$ cat src/rtl/hazard_stall_ctrl.sv
// rtl/hazard_stall_ctrl.sv - pipeline stall generator for load-use, i-cache and d-cache waits
// Optional per-cause stall-cycle counters when STALL_PERF_CNT_EN is defined.
module hazard_stall_ctrl #(
  parameter int LOAD_USE_BUBBLES = 1,
  parameter int WAIT_TIMEOUT     = 255
) (
  input  logic        clk,
  input  logic        reset_n,
  input  logic [31:0] id_inst,
  input  logic [31:0] ex_inst,
  input  logic        icache_req_valid,
  input  logic        icache_resp_valid,
  input  logic        dcache_req_valid,
  input  logic        dcache_resp_valid,
  output logic        stall,
  output logic [1:0]  stall_cause,
  output logic        timeout_err
`ifdef STALL_PERF_CNT_EN
  ,
  output logic [31:0] perf_lu_cycles,
  output logic [31:0] perf_ic_cycles,
  output logic [31:0] perf_dc_cycles
`endif
);

  localparam logic [6:0] OPC_LOAD      = 7'b0000011;
  localparam logic [6:0] OPC_STORE     = 7'b0100011;
  localparam logic [6:0] OPC_BRANCH    = 7'b1100011;
  localparam logic [6:0] OPC_ARI_ITYPE = 7'b0010011;
  localparam logic [6:0] OPC_ARI_RTYPE = 7'b0110011;
  localparam logic [6:0] OPC_JALR      = 7'b1100111;

  localparam logic [1:0] CAUSE_NONE = 2'd0;
  localparam logic [1:0] CAUSE_LU   = 2'd1;
  localparam logic [1:0] CAUSE_IC   = 2'd2;
  localparam logic [1:0] CAUSE_DC   = 2'd3;

  localparam logic [2:0] LU_INIT     = 3'(LOAD_USE_BUBBLES - 1);
  localparam logic [7:0] TIMEOUT_VAL = 8'(WAIT_TIMEOUT);

  typedef enum logic [1:0] {
    S_IDLE,
    S_LOAD_USE,
    S_IWAIT,
    S_DWAIT
  } state_t;

  state_t      r_state;
  state_t      w_state_nxt;
  logic [2:0]  r_bubble_cnt;
  logic [2:0]  w_bubble_nxt;
  logic [7:0]  r_wait_cnt;
  logic [7:0]  w_wait_plus;
  logic        r_timeout_err;
  logic        w_wait_clr;
  logic        w_wait_inc;
  logic        w_stall;
  logic [1:0]  w_cause;

  logic [6:0]  w_ex_opc;
  logic [4:0]  w_ex_rd;
  logic [6:0]  w_id_opc;
  logic [4:0]  w_id_rs1;
  logic [4:0]  w_id_rs2;
  logic        w_id_uses_rs1;
  logic        w_id_uses_rs2;
  logic        w_load_use;
  logic        w_imiss;
  logic        w_dmiss;
  logic        w_unused;

  assign w_ex_opc = ex_inst[6:0];
  assign w_ex_rd  = ex_inst[11:7];
  assign w_id_opc = id_inst[6:0];
  assign w_id_rs1 = id_inst[19:15];
  assign w_id_rs2 = id_inst[24:20];
  assign w_unused = ^{id_inst[31:25], id_inst[14:7], ex_inst[31:12]};

  always_comb begin
    w_id_uses_rs1 = 1'b0;
    case (w_id_opc)
      OPC_LOAD, OPC_STORE, OPC_BRANCH,
      OPC_ARI_ITYPE, OPC_ARI_RTYPE, OPC_JALR: w_id_uses_rs1 = 1'b1;
      default:                                w_id_uses_rs1 = 1'b0;
    endcase
  end

  assign w_id_uses_rs2 = (w_id_opc == OPC_BRANCH) || (w_id_opc == OPC_STORE) ||
                         (w_id_opc == OPC_ARI_RTYPE);

  // A load into x0 never produces a value, so it cannot create a hazard.
  assign w_load_use = (w_ex_opc == OPC_LOAD) && (w_ex_rd != 5'd0) &&
                      ((w_id_uses_rs1 && (w_ex_rd == w_id_rs1)) ||
                       (w_id_uses_rs2 && (w_ex_rd == w_id_rs2)));

  assign w_imiss = icache_req_valid & ~icache_resp_valid;
  assign w_dmiss = dcache_req_valid & ~dcache_resp_valid;

  always_comb begin
    w_state_nxt  = r_state;
    w_bubble_nxt = r_bubble_cnt;
    w_stall      = 1'b0;
    w_cause      = CAUSE_NONE;
    w_wait_clr   = 1'b0;
    w_wait_inc   = 1'b0;
    case (r_state)
      S_IDLE: begin
        if (w_dmiss) begin
          w_state_nxt = S_DWAIT;
          w_stall     = 1'b1;
          w_cause     = CAUSE_DC;
          w_wait_clr  = 1'b1;
        end else if (w_imiss) begin
          w_state_nxt = S_IWAIT;
          w_stall     = 1'b1;
          w_cause     = CAUSE_IC;
          w_wait_clr  = 1'b1;
        end else if (w_load_use) begin
          w_state_nxt  = S_LOAD_USE;
          w_stall      = 1'b1;
          w_cause      = CAUSE_LU;
          w_bubble_nxt = LU_INIT;
        end
      end
      S_LOAD_USE: begin
        if (r_bubble_cnt == 3'd0) begin
          w_state_nxt = S_IDLE;
        end else begin
          w_stall      = 1'b1;
          w_cause      = CAUSE_LU;
          w_bubble_nxt = r_bubble_cnt - 3'd1;
        end
      end
      S_IWAIT: begin
        w_wait_inc = 1'b1;
        if (icache_resp_valid) begin
          // A d-cache miss raised in the fetch-return cycle is taken directly.
          if (w_dmiss) begin
            w_state_nxt = S_DWAIT;
            w_wait_clr  = 1'b1;
          end else begin
            w_state_nxt = S_IDLE;
          end
        end else begin
          w_stall = 1'b1;
          w_cause = CAUSE_IC;
        end
      end
      S_DWAIT: begin
        w_wait_inc = 1'b1;
        if (dcache_resp_valid) begin
          w_state_nxt = S_IDLE;
        end else begin
          w_stall = 1'b1;
          w_cause = CAUSE_DC;
        end
      end
      default: w_state_nxt = S_IDLE;
    endcase
  end

  assign w_wait_plus = (r_wait_cnt == 8'hFF) ? 8'hFF : (r_wait_cnt + 8'd1);

  always_ff @(posedge clk or negedge reset_n) begin
    if (!reset_n) begin
      r_state       <= S_IDLE;
      r_bubble_cnt  <= 3'd0;
      r_wait_cnt    <= 8'd0;
      r_timeout_err <= 1'b0;
    end else begin
      r_state      <= w_state_nxt;
      r_bubble_cnt <= w_bubble_nxt;
      if (w_wait_clr) begin
        r_wait_cnt <= 8'd0;
      end else if (w_wait_inc) begin
        r_wait_cnt <= w_wait_plus;
      end
      if (w_wait_inc && (w_wait_plus >= TIMEOUT_VAL)) begin
        r_timeout_err <= 1'b1;
      end
    end
  end

  // Reset must silence the stall immediately, even with a miss on the inputs.
  assign stall       = reset_n & w_stall;
  assign stall_cause = reset_n ? w_cause : CAUSE_NONE;
  assign timeout_err = r_timeout_err;

`ifdef STALL_PERF_CNT_EN
  logic [31:0] r_perf_lu;
  logic [31:0] r_perf_ic;
  logic [31:0] r_perf_dc;

  always_ff @(posedge clk or negedge reset_n) begin
    if (!reset_n) begin
      r_perf_lu <= 32'd0;
      r_perf_ic <= 32'd0;
      r_perf_dc <= 32'd0;
    end else if (stall) begin
      if (stall_cause == CAUSE_LU) r_perf_lu <= r_perf_lu + 32'd1;
      if (stall_cause == CAUSE_IC) r_perf_ic <= r_perf_ic + 32'd1;
      if (stall_cause == CAUSE_DC) r_perf_dc <= r_perf_dc + 32'd1;
    end
  end

  assign perf_lu_cycles = r_perf_lu;
  assign perf_ic_cycles = r_perf_ic;
  assign perf_dc_cycles = r_perf_dc;
`endif

endmodule

$ cat config.mk
export PLATFORM = sky130hd
export DESIGN_NAME = hazard_stall_ctrl
export DESIGN_NICKNAME = d
export VERILOG_FILES = /design/src/rtl/hazard_stall_ctrl.sv
export SDC_FILE = /design/constraint.sdc
export NUM_CORES = 1
export LEC_CHECK = 0
export ABC_AREA = 1
export CAP_MARGIN = 5
export CORE_UTILIZATION = 39
export DETAILED_ROUTE_END_ITERATION = 8
export GPL_ROUTABILITY_DRIVEN = 1
export PLACE_DENSITY_LB_ADDON = 0.1
export SKIP_CTS_REPAIR_TIMING = 1
export SYNTH_ARGS = -nofsm -noshare
export SYNTH_HDL_FRONTEND = slang
export SYNTH_SLANG_ARGS = --single-unit
$ cat constraint.sdc
create_clock -name clk -period 1.8 [get_ports clk]
set_clock_uncertainty 0.2 [all_clocks]
set_input_delay 0.36 -clock clk [delete_from_list [all_inputs] [get_ports clk]]
set_output_delay 0.36 -clock clk [all_outputs]
set_load 0.05 [all_outputs]
Word level (Yosys, flattened, before mapping)

Index checks and enable logic that the tools add are counted.

Register bits: 14

$add $sub $neg: 2
$lt $le $gt $ge: 1
Eq/ne operators: 21
Muxes and demuxes: 38
Bitwise gates (word level): 5
Reduce and logical (&&, ||, !) cells: 17

Operators with widths:

| operator                                                               | number |
|---|---|
| 2-bit 2-to-1 mux                                                       | 12 |
| 8-bit 2-to-1 mux                                                       | 3 |
| 2-bit one-hot mux with 4 select lines                                  | 2 |
| 7-bit by 2-bit equality test with 1-bit output (second input constant) | 2 |
| 7-bit by 6-bit equality test with 1-bit output (second input constant) | 2 |
| 7-bit equality test (second input constant)                            | 2 |
| 1-bit 2-to-1 mux                                                       | 14 |
| 2-bit inequality test (second input constant)                          | 7 |
| 3-bit 2-to-1 mux                                                       | 4 |
| 5-bit equality test                                                    | 2 |
| 8-bit by 1-bit adder with 8-bit output (second input constant)         | 1 |
| 8-bit equality test (second input constant)                            | 1 |
| 8-bit greater-or-equal comparator (second input constant)              | 1 |
| 7-bit by 5-bit equality test with 1-bit output (second input constant) | 1 |
| 3-bit one-hot mux with 2 select lines                                  | 1 |
| 6-bit OR reduction                                                     | 1 |
| 1-bit logical AND                                                      | 5 |
| 5-bit AND reduction                                                    | 1 |
| 5-bit nonzero test                                                     | 1 |
| 2-bit equality test (second input constant)                            | 2 |
| 4-bit inequality test (second input constant)                          | 1 |
| 1-bit one-hot mux with 4 select lines                                  | 1 |
| 4-bit AND reduction                                                    | 1 |
| 2-bit nonzero test                                                     | 2 |
| other kinds (9)                                                        | 14 |

Longest topological paths before layout

Gate-level depths: netlist of the first run.

Word-level depth: 11
Depth in mapped cells: 12

Least setup slack after synthesis of the first run

OpenSTA, ideal clock, no wires.

Path type: reg2out
Start: register r_state[1]
End: output port stall_cause[1]
Data arrival time: 1,950 ps
Required time: 1,240 ps
Slack: -710 ps
Stages on the path, launching flop included: 8
Buffers on the path: 1
Cells stage by stage: dfrtp_1 buf_4 inv_2 nor3_1 inv_1 o21ai_2 nor2_1 nor3_1

Word-level cells in the longest chain between the ends: 3

RTL lines:

| what                                              | line | source |
|---|---|---|
| from (decl)                                       | 48   | `state_t r_state;` |
| from (signal assigned)                            | 171  | `r_state <= w_state_nxt;` |
| 2-bit equality test, or another cell as far along | 106  | `case (r_state)` |
| 2-bit one-hot mux with 4 select lines (*)         | 106  |  |
| 2-bit 2-to-1 mux (*)                              | 186  | `assign stall_cause = reset_n ? w_cause : CAUSE_NONE;` |
| to (decl)                                         | 16   | `output logic [1:0] stall_cause,` |

Mark *: on every way between the ends. The rest lies on a longest branch, timed or not.

Worst setup path in the final report of the first run

Start: register r_state[0]
End: output port stall_cause[0]

Same word-level chain as after synthesis.

==> results of run 1 <==
-- layout make-up --
| type | instances | area, µm² |
|---|---|---|
| clock buffers | 4 | 36.28 |
| fillers | 275 | 952.2 |
| inverters | 49 | 186.4 |
| multi-input cells | 163 | 1015 |
| flip-flops and latches | 14 | 351.6 |
| well taps | 46 | 57.56 |
| repair buffers | 71 | 738.2 |
-- layout by cell type (no fill, tap or decap), drive strengths merged, types with 4 or more instances in the layout --
| master | count |
|---|---|
| xnor2 | 5 |
| nand2 | 66 |
| o21ai | 13 |
| nor3 | 4 |
| inv | 49 |
| a21oi | 4 |
| dfrtp | 14 |
| dlymetal6s2s | 30 |
| nor2 | 31 |
| buf | 37 |
| nand3 | 24 |
| clkbuf | 5 |
| o22ai | 4 |
-- through the flow --
step                      setup TNS (ns)  cells
after global routing              -1.390    347
after detailed placement          -5.006    333
after global placement            -4.960    333
after CTS                         -1.827    337
after floorplan                  -0.2125    227
final                             -1.046    347
-- registers in the layout (all words and copies together), names as in the netlist --
| register | cells |
|---|---|
| r_wait_cnt | 8 |
| r_state | 2 |
| timeout_err | 1 |
| r_bubble_cnt | 3 |
-- critical path: stages (launching register included) --
cell,delay [ns]
dfrtp_1,0.41
inv_2,0.09
nor2_4,0.12
inv_2,0.05
a21oi_4,0.16
nor2_2,0.06
nand2_1,0.08
nand2_2,0.06
a21oi_4,0.15
buf_12,0.15
-- power groups by stage --
| stage | registers [mW] | logic [mW] | clock network, mW |
|---|---|---|---|
| CTS | 0.460 | 1.33 | 0.242 |
| global route | 0.485 | 1.70 | 0.254 |
| detailed placement | 0.466 | 1.32 | 0 |
| floorplan | 0.446 | 0.819 | 0 |
| global placement | 0.465 | 1.31 | 0 |
| finish | 0.472 | 1.56 | 0.234 |
-- routing by layer --
layer | track usage | share of wire | vias up
met4 | 0.01948 | 0.0025 | 0
met1 | 0.3013 | 0.49 | 728
li1 | - | - | 854
met5 | 0 | 0 | -
met2 | 0.2873 | 0.46 | 40
met3 | 0.04412 | 0.047 | 2
-- worst max path at each step --
stage / to / slack, ns / cells past startpoint
after CTS: stall_cause[0] / -0.62 / 12
after global placement: stall_cause[0] / -0.61 / 10
after floorplan: stall_cause[1] / -0.07 / 7
after global routing: stall / -0.46 / 14
final: stall_cause[0] / -0.38 / 9
after detailed placement: stall_cause[0] / -0.61 / 12
-- kinds of logic (layout without fill, tap and decap cells) --
family                   Yosys count  in the layout  share of synthesized area
AO/OA/AOI/OAI                     21             21                     0.1027
buffers and inverters             50            124                     0.1402
flip-flops                        14             14                     0.2566
AND/OR/NAND/NOR                  132            132                     0.4281
adder cells (fa/ha/maj)            3              3                    0.02750
XOR/XNOR                           7              7                    0.04491
==> qor.txt, run 1 <==
CRITICAL PATH
--------------------------------------------------------------------------------------
WP data arrival                                                                1.62 ns
Worst reg2reg startpoint                                                  r_wait_cnt[0]$_DFFE_PN0P_
Flop2flop setup slack                                                          0.09 ns
Crit. End Element                                                          output port
Critical path class                                                       register to output port
Logic depth of the worst register-to-register path                                   9
Required time reported for the critical path endpoint                          1.24 ns
Worst reg2reg path endpoint                                               timeout_err$_DFFE_PN0P_
Worst-path maximum fanout                                                            3
Crit path launch type                                                         register
Worst setup startpoint                                                    r_state[0]$_DFFE_PN0P_

STA
--------------------------------------------------------------------------------------
Maximum achievable frequency                                                 459.0 MHz
Final count of negative-setup-slack endpoints                                        3
Final count of pins violating max slew                                               0
Unrepaired setup endpoints after global routing                                   true
Post-layout minimum cycle time                                                2.178 ns
Rel. slew slack                                                                 0.8333
Smallest setup slack after layout                                           -0.3784 ns
Worst-margin pin slew                                                        0.2495 ns
Final clock period utilization by the worst path                                 1.210
Hold violation count in the final report                                             0
Worst hold-check slack                                                       0.3315 ns

DETAILED ROUTING
--------------------------------------------------------------------------------------
Vias per cell                                                                    4.680
Pre-Repair DR Iteration Count                                                        4
Violation count after the first detailed-routing iteration                          74
Number of DRC violations after detailed routing                                      0
Antenna Violating Nets Remaining                                                     0
Via count of the routed design                                                    1624
Routed wirelength normalized by instance count                                11.40 µm
Final WL                                                                       3956 µm

CTS
--------------------------------------------------------------------------------------
Worst-skew pair later-pin latency                                              0.29 ns
Total clock sinks                                                                   14
Root buffer selected by CTS                                                   clkbuf_4
CTS Buffer Depth                                                                     2
TritonCTS clock tree                                                              done
Clock slew at the register clock pins of the worst setup and hold paths        0.09 ns
CTS buffer count                                                                     3
Count of H-tree levels built during CTS                                              1

POWER AND IR DROP
--------------------------------------------------------------------------------------
PnR Total Power                                                               2.267 mW
Clock share of power                                                             0.103
Total net switching power                                                     1.016 mW
Cell internal pwr                                                             1.251 mW
Combinational fraction of design power                                           0.689
Peak ir drop on the vdd network                                              0.8615 mV
Sequential share of power                                                        0.208
Power density of the placed cells                                         950.7 nW/µm²
Pleak                                                                         1.411 nW
Net Sw Frac                                                                     0.4482

YOSYS
--------------------------------------------------------------------------------------
Largest cells by area after synthesis                                     dfrtp_1, nand2_1, inv_1
Warnings from Yosys                                                                  0
Synth cell count leaders                                                  nand2_1, inv_1, nor2_1, nand3_1, dfrtp_1
Number of synthesized flops with an enable pin                                       0
Count of distinct cell types in the synthesized netlist                             27
Cell count after synthesis                                                         227
Most used flip-flop cell after synthesis                                       dfrtp_1
Dominant cell type by area after synthesis                                     dfrtp_1
Yosys reg bits                                                                      14
Per-instance average area after synthesis                                    6.013 µm²
Register area share after synthesis                                             0.2566
Synthesized Nets                                                                   300
Area share of the largest cell type after synthesis                             0.2566
Total standard cell area after synthesis                                      1365 µm²
Leading cell type by number of instances after synthesis                       nand2_1
Async SR Flop Fraction                                                           1.000

PLACED DESIGN
--------------------------------------------------------------------------------------
Count of input and output buffers                                                   38
Final RePlAce weighted congestion                                               0.8469
Post-detailed-placement cell area                                             2046 µm²
Worst setup slack after placement                                           -0.6147 ns
HPWL after detailed placement                                                  2839 µm

LAYOUT
--------------------------------------------------------------------------------------
Fraction of layout instances using a drive strength above 1                     0.3522
Growth of design area from synthesis to finish                                  74.70%
Final core utilization                                                          0.7147
Post-route cell area                                                          2385 µm²
Fin nets                                                                           375
Diodes inserted                                                                      0

HOLD PATH
--------------------------------------------------------------------------------------
Worst hold path stage count                                                          2
Hold Crit Start                                                           r_bubble_cnt[2]$_DFFE_PN0P_
Hold Crit Class                                                           register to register
Terminating pin of the worst hold path                                    r_bubble_cnt[2]$_DFFE_PN0P_

FLOORPLANNING
--------------------------------------------------------------------------------------
Die footprint                                                                 3741 µm²
Number of placement rows                                                            21
Effective utilization at floorplan                                              0.4091
Chip width                                                                    61.16 µm
Die Y-Extent                                                                  61.16 µm
Core Footprint                                                                3337 µm²
Ports placed on the boundary                                                        74

GLOBAL ROUTING
--------------------------------------------------------------------------------------
Aggregate global-route resource usage                                           0.1962
Number of global-route vias before repair                                         1298
Global-route wire length before repair                                         5444 µm
Largest net degree at the start of global routing                                   15
Initial antenna violation count                                                      0
Global route overflow                                                                0

OUTCOME
--------------------------------------------------------------------------------------
Violated checks                                                           setup timing
Status                                                                    finished, violations left

FLOW RUN
--------------------------------------------------------------------------------------
Count of max-cap constraint violations                                               0

No activity file was read; power rests on OpenSTA's default activity.
==> run 2: changes to the inputs <==
--- a/config.mk
+++ b/config.mk
@@ -7,6 +7,7 @@
 export LEC_CHECK = 0
 export ABC_AREA = 1
 export CAP_MARGIN = 5
+export CORE_MARGIN = 3
 export CORE_UTILIZATION = 39
 export DETAILED_ROUTE_END_ITERATION = 8
 export GPL_ROUTABILITY_DRIVEN = 1
==> qor.txt, run 2 (synthesis gave the netlist of run 1 again) <==
GLOBAL ROUTING
--------------------------------------------------------------------------------------
Global route overflow                                                                0
Largest net degree at the start of global routing                                   15
Global-route wire length before repair                                         5906 µm
Initial antenna violation count                                                      0
Aggregate global-route resource usage                                           0.1760
Number of global-route vias before repair                                         1352

CRITICAL PATH
--------------------------------------------------------------------------------------
Flop2flop setup slack                                                          0.04 ns
Worst-path maximum fanout                                                            3
Logic depth of the worst register-to-register path                                   9
Required time reported for the critical path endpoint                          1.24 ns
Crit. End Element                                                          output port
Worst reg2reg path endpoint                                               timeout_err$_DFFE_PN0P_
Crit path launch type                                                         register
WP data arrival                                                                1.60 ns
Critical path class                                                       register to output port
Worst reg2reg startpoint                                                  r_wait_cnt[0]$_DFFE_PN0P_

LAYOUT
--------------------------------------------------------------------------------------
Fraction of layout instances using a drive strength above 1                     0.3278
Growth of design area from synthesis to finish                                  71.04%
Most used cells in the layout excluding fill and tap cells                nand2_1, inv_1, buf_4
Diodes inserted                                                                      0
Number of flip-flops under the largest register name                                 8
FILL cells                                                                         275
Most frequent standard cell in the layout excluding fill and tap cells         nand2_1
Final core utilization                                                          0.7289
Fin nets                                                                           373
Largest Register                                                            r_wait_cnt
Top Registers                                                             r_wait_cnt (8), r_bubble_cnt (3), r_state (2)

DETAILED ROUTING
--------------------------------------------------------------------------------------
Final WL                                                                       3910 µm
Routed wirelength normalized by instance count                                11.40 µm
Number of DRC violations after detailed routing                                      0
Pre-Repair DR Iteration Count                                                        4
Via count of the routed design                                                    1620
Violation count after the first detailed-routing iteration                         145
Antenna Violating Nets Remaining                                                     0
Vias per cell                                                                    4.723

PLACED DESIGN
--------------------------------------------------------------------------------------
Worst setup slack after placement                                           -0.6078 ns
Final RePlAce weighted congestion                                               0.8589
Count of input and output buffers                                                   38
HPWL after detailed placement                                                  2871 µm

STA
--------------------------------------------------------------------------------------
Worst-margin pin slew                                                        0.2476 ns
Smallest setup slack after layout                                           -0.3591 ns
Post-layout minimum cycle time                                                2.159 ns
Final count of negative-setup-slack endpoints                                        3
Final count of pins violating max slew                                               0
Total Neg Setup Slack                                                        -1.043 ns
Unrepaired setup endpoints after global routing                                   true
Worst hold-check slack                                                       0.2787 ns
Rel. slew slack                                                                 0.8332
Hold violation count in the final report                                             0
Final clock period utilization by the worst path                                 1.199
Maximum achievable frequency                                                 463.2 MHz

CTS
--------------------------------------------------------------------------------------
CTS buffer count                                                                     3
Worst-skew pair later-pin latency                                              0.29 ns
Root buffer selected by CTS                                                   clkbuf_4
TritonCTS clock tree                                                              done
CTS Buffer Depth                                                                     2
Clock slew at the register clock pins of the worst setup and hold paths        0.09 ns
Total clock sinks                                                                   14
Count of H-tree levels built during CTS                                              1

POWER AND IR DROP
--------------------------------------------------------------------------------------
Peak ir drop on the vdd network                                              0.8613 mV
Power density of the placed cells                                         946.5 nW/µm²
Pleak                                                                         1.390 nW

FLOORPLANNING
--------------------------------------------------------------------------------------
Chip width                                                                    65.16 µm
Die footprint                                                                 4246 µm²
Ports placed on the boundary                                                        74
Die Y-Extent                                                                  65.16 µm
Effective utilization at floorplan                                              0.4262
Core Footprint                                                                3203 µm²
Number of placement rows                                                            20

HOLD PATH
--------------------------------------------------------------------------------------
Hold Crit Class                                                           primary input to asynchronous set/reset pin

FLOW RUN
--------------------------------------------------------------------------------------
Count of max-cap constraint violations                                               0

OUTCOME
--------------------------------------------------------------------------------------
Violated checks                                                           setup timing
Status                                                                    finished, violations left

[run 2: cell types whose count changed in the layout (fill, tap and decap cells not counted), moves of 2 or more]
cell             previous run  this run
buf_4                      33        31
clkdlybuf4s50_1             3         5
nand2_1                    50        52
nand2_2                    15        12
[run 2: worst max-delay path by stage]
stage                                            from             end  slack [ns]
final                     r_bubble_cnt[0]$_DFFE_PN0P_  stall_cause[0]       -0.36
after global routing           r_state[1]$_DFFE_PN0P_           stall       -0.46
after CTS                                  id_inst[0]  stall_cause[0]       -0.63
after detailed placement                   id_inst[0]  stall_cause[0]       -0.61
after global placement                     id_inst[1]  stall_cause[0]       -0.62
after floorplan                r_state[1]$_DFFE_PN0P_  stall_cause[1]       -0.07
[run 2: cell type report]
cell class / count / area [µm²] / area share
clock buffer: 4 / 36.28 / 0.01554
inverter: 49 / 183.9 / 0.07878
tap: 44 / 55.05 / 0.02358
timing repair buffer: 69 / 725.7 / 0.3108
multi-input combinational: 163 / 982.2 / 0.4207
sequential: 14 / 351.6 / 0.1506
[run 2: worst max-delay path, cell delays in order (launching register included)]
cell	delay [ns]
dfrtp_1	0.35
inv_1	0.06
ha_2	0.20
a21oi_4	0.18
nor2_1	0.08
nand2_1	0.06
nand2_1	0.07
a21oi_4	0.15
buf_12	0.15
[run 2: metal layers]
| metal | wire length, µm | up-vias | global-route usage |
|---|---|---|---|
| li1 | - | 841 | - |
| met1 | 1959 | 721 | 0.2790 |
| met2 | 1685 | 54 | 0.2364 |
| met3 | 241 | 4 | 0.04615 |
| met4 | 23 | 0 | 0.03109 |
| met5 | 0 | - | 0 |
[run 2: metrics by stage]
stage,cells,power [mW],cell area [µm²]
6_report,343,2.210,2335
5_1_grt,343,2.375,2335
4_1_cts,333,2.013,2064
3_5_place_dp,329,1.767,2028
3_3_place_gp,329,1.764,2028
2_1_floorplan,227,1.265,1406
[run 2: power breakdown]
group	switching [mW]	leakage, nW	total [mW]	internal [mW]
logic	0.802	1.18	1.51	0.711
registers	0.0737	0.187	0.467	0.393
clock network	0.107	0.0210	0.230	0.123
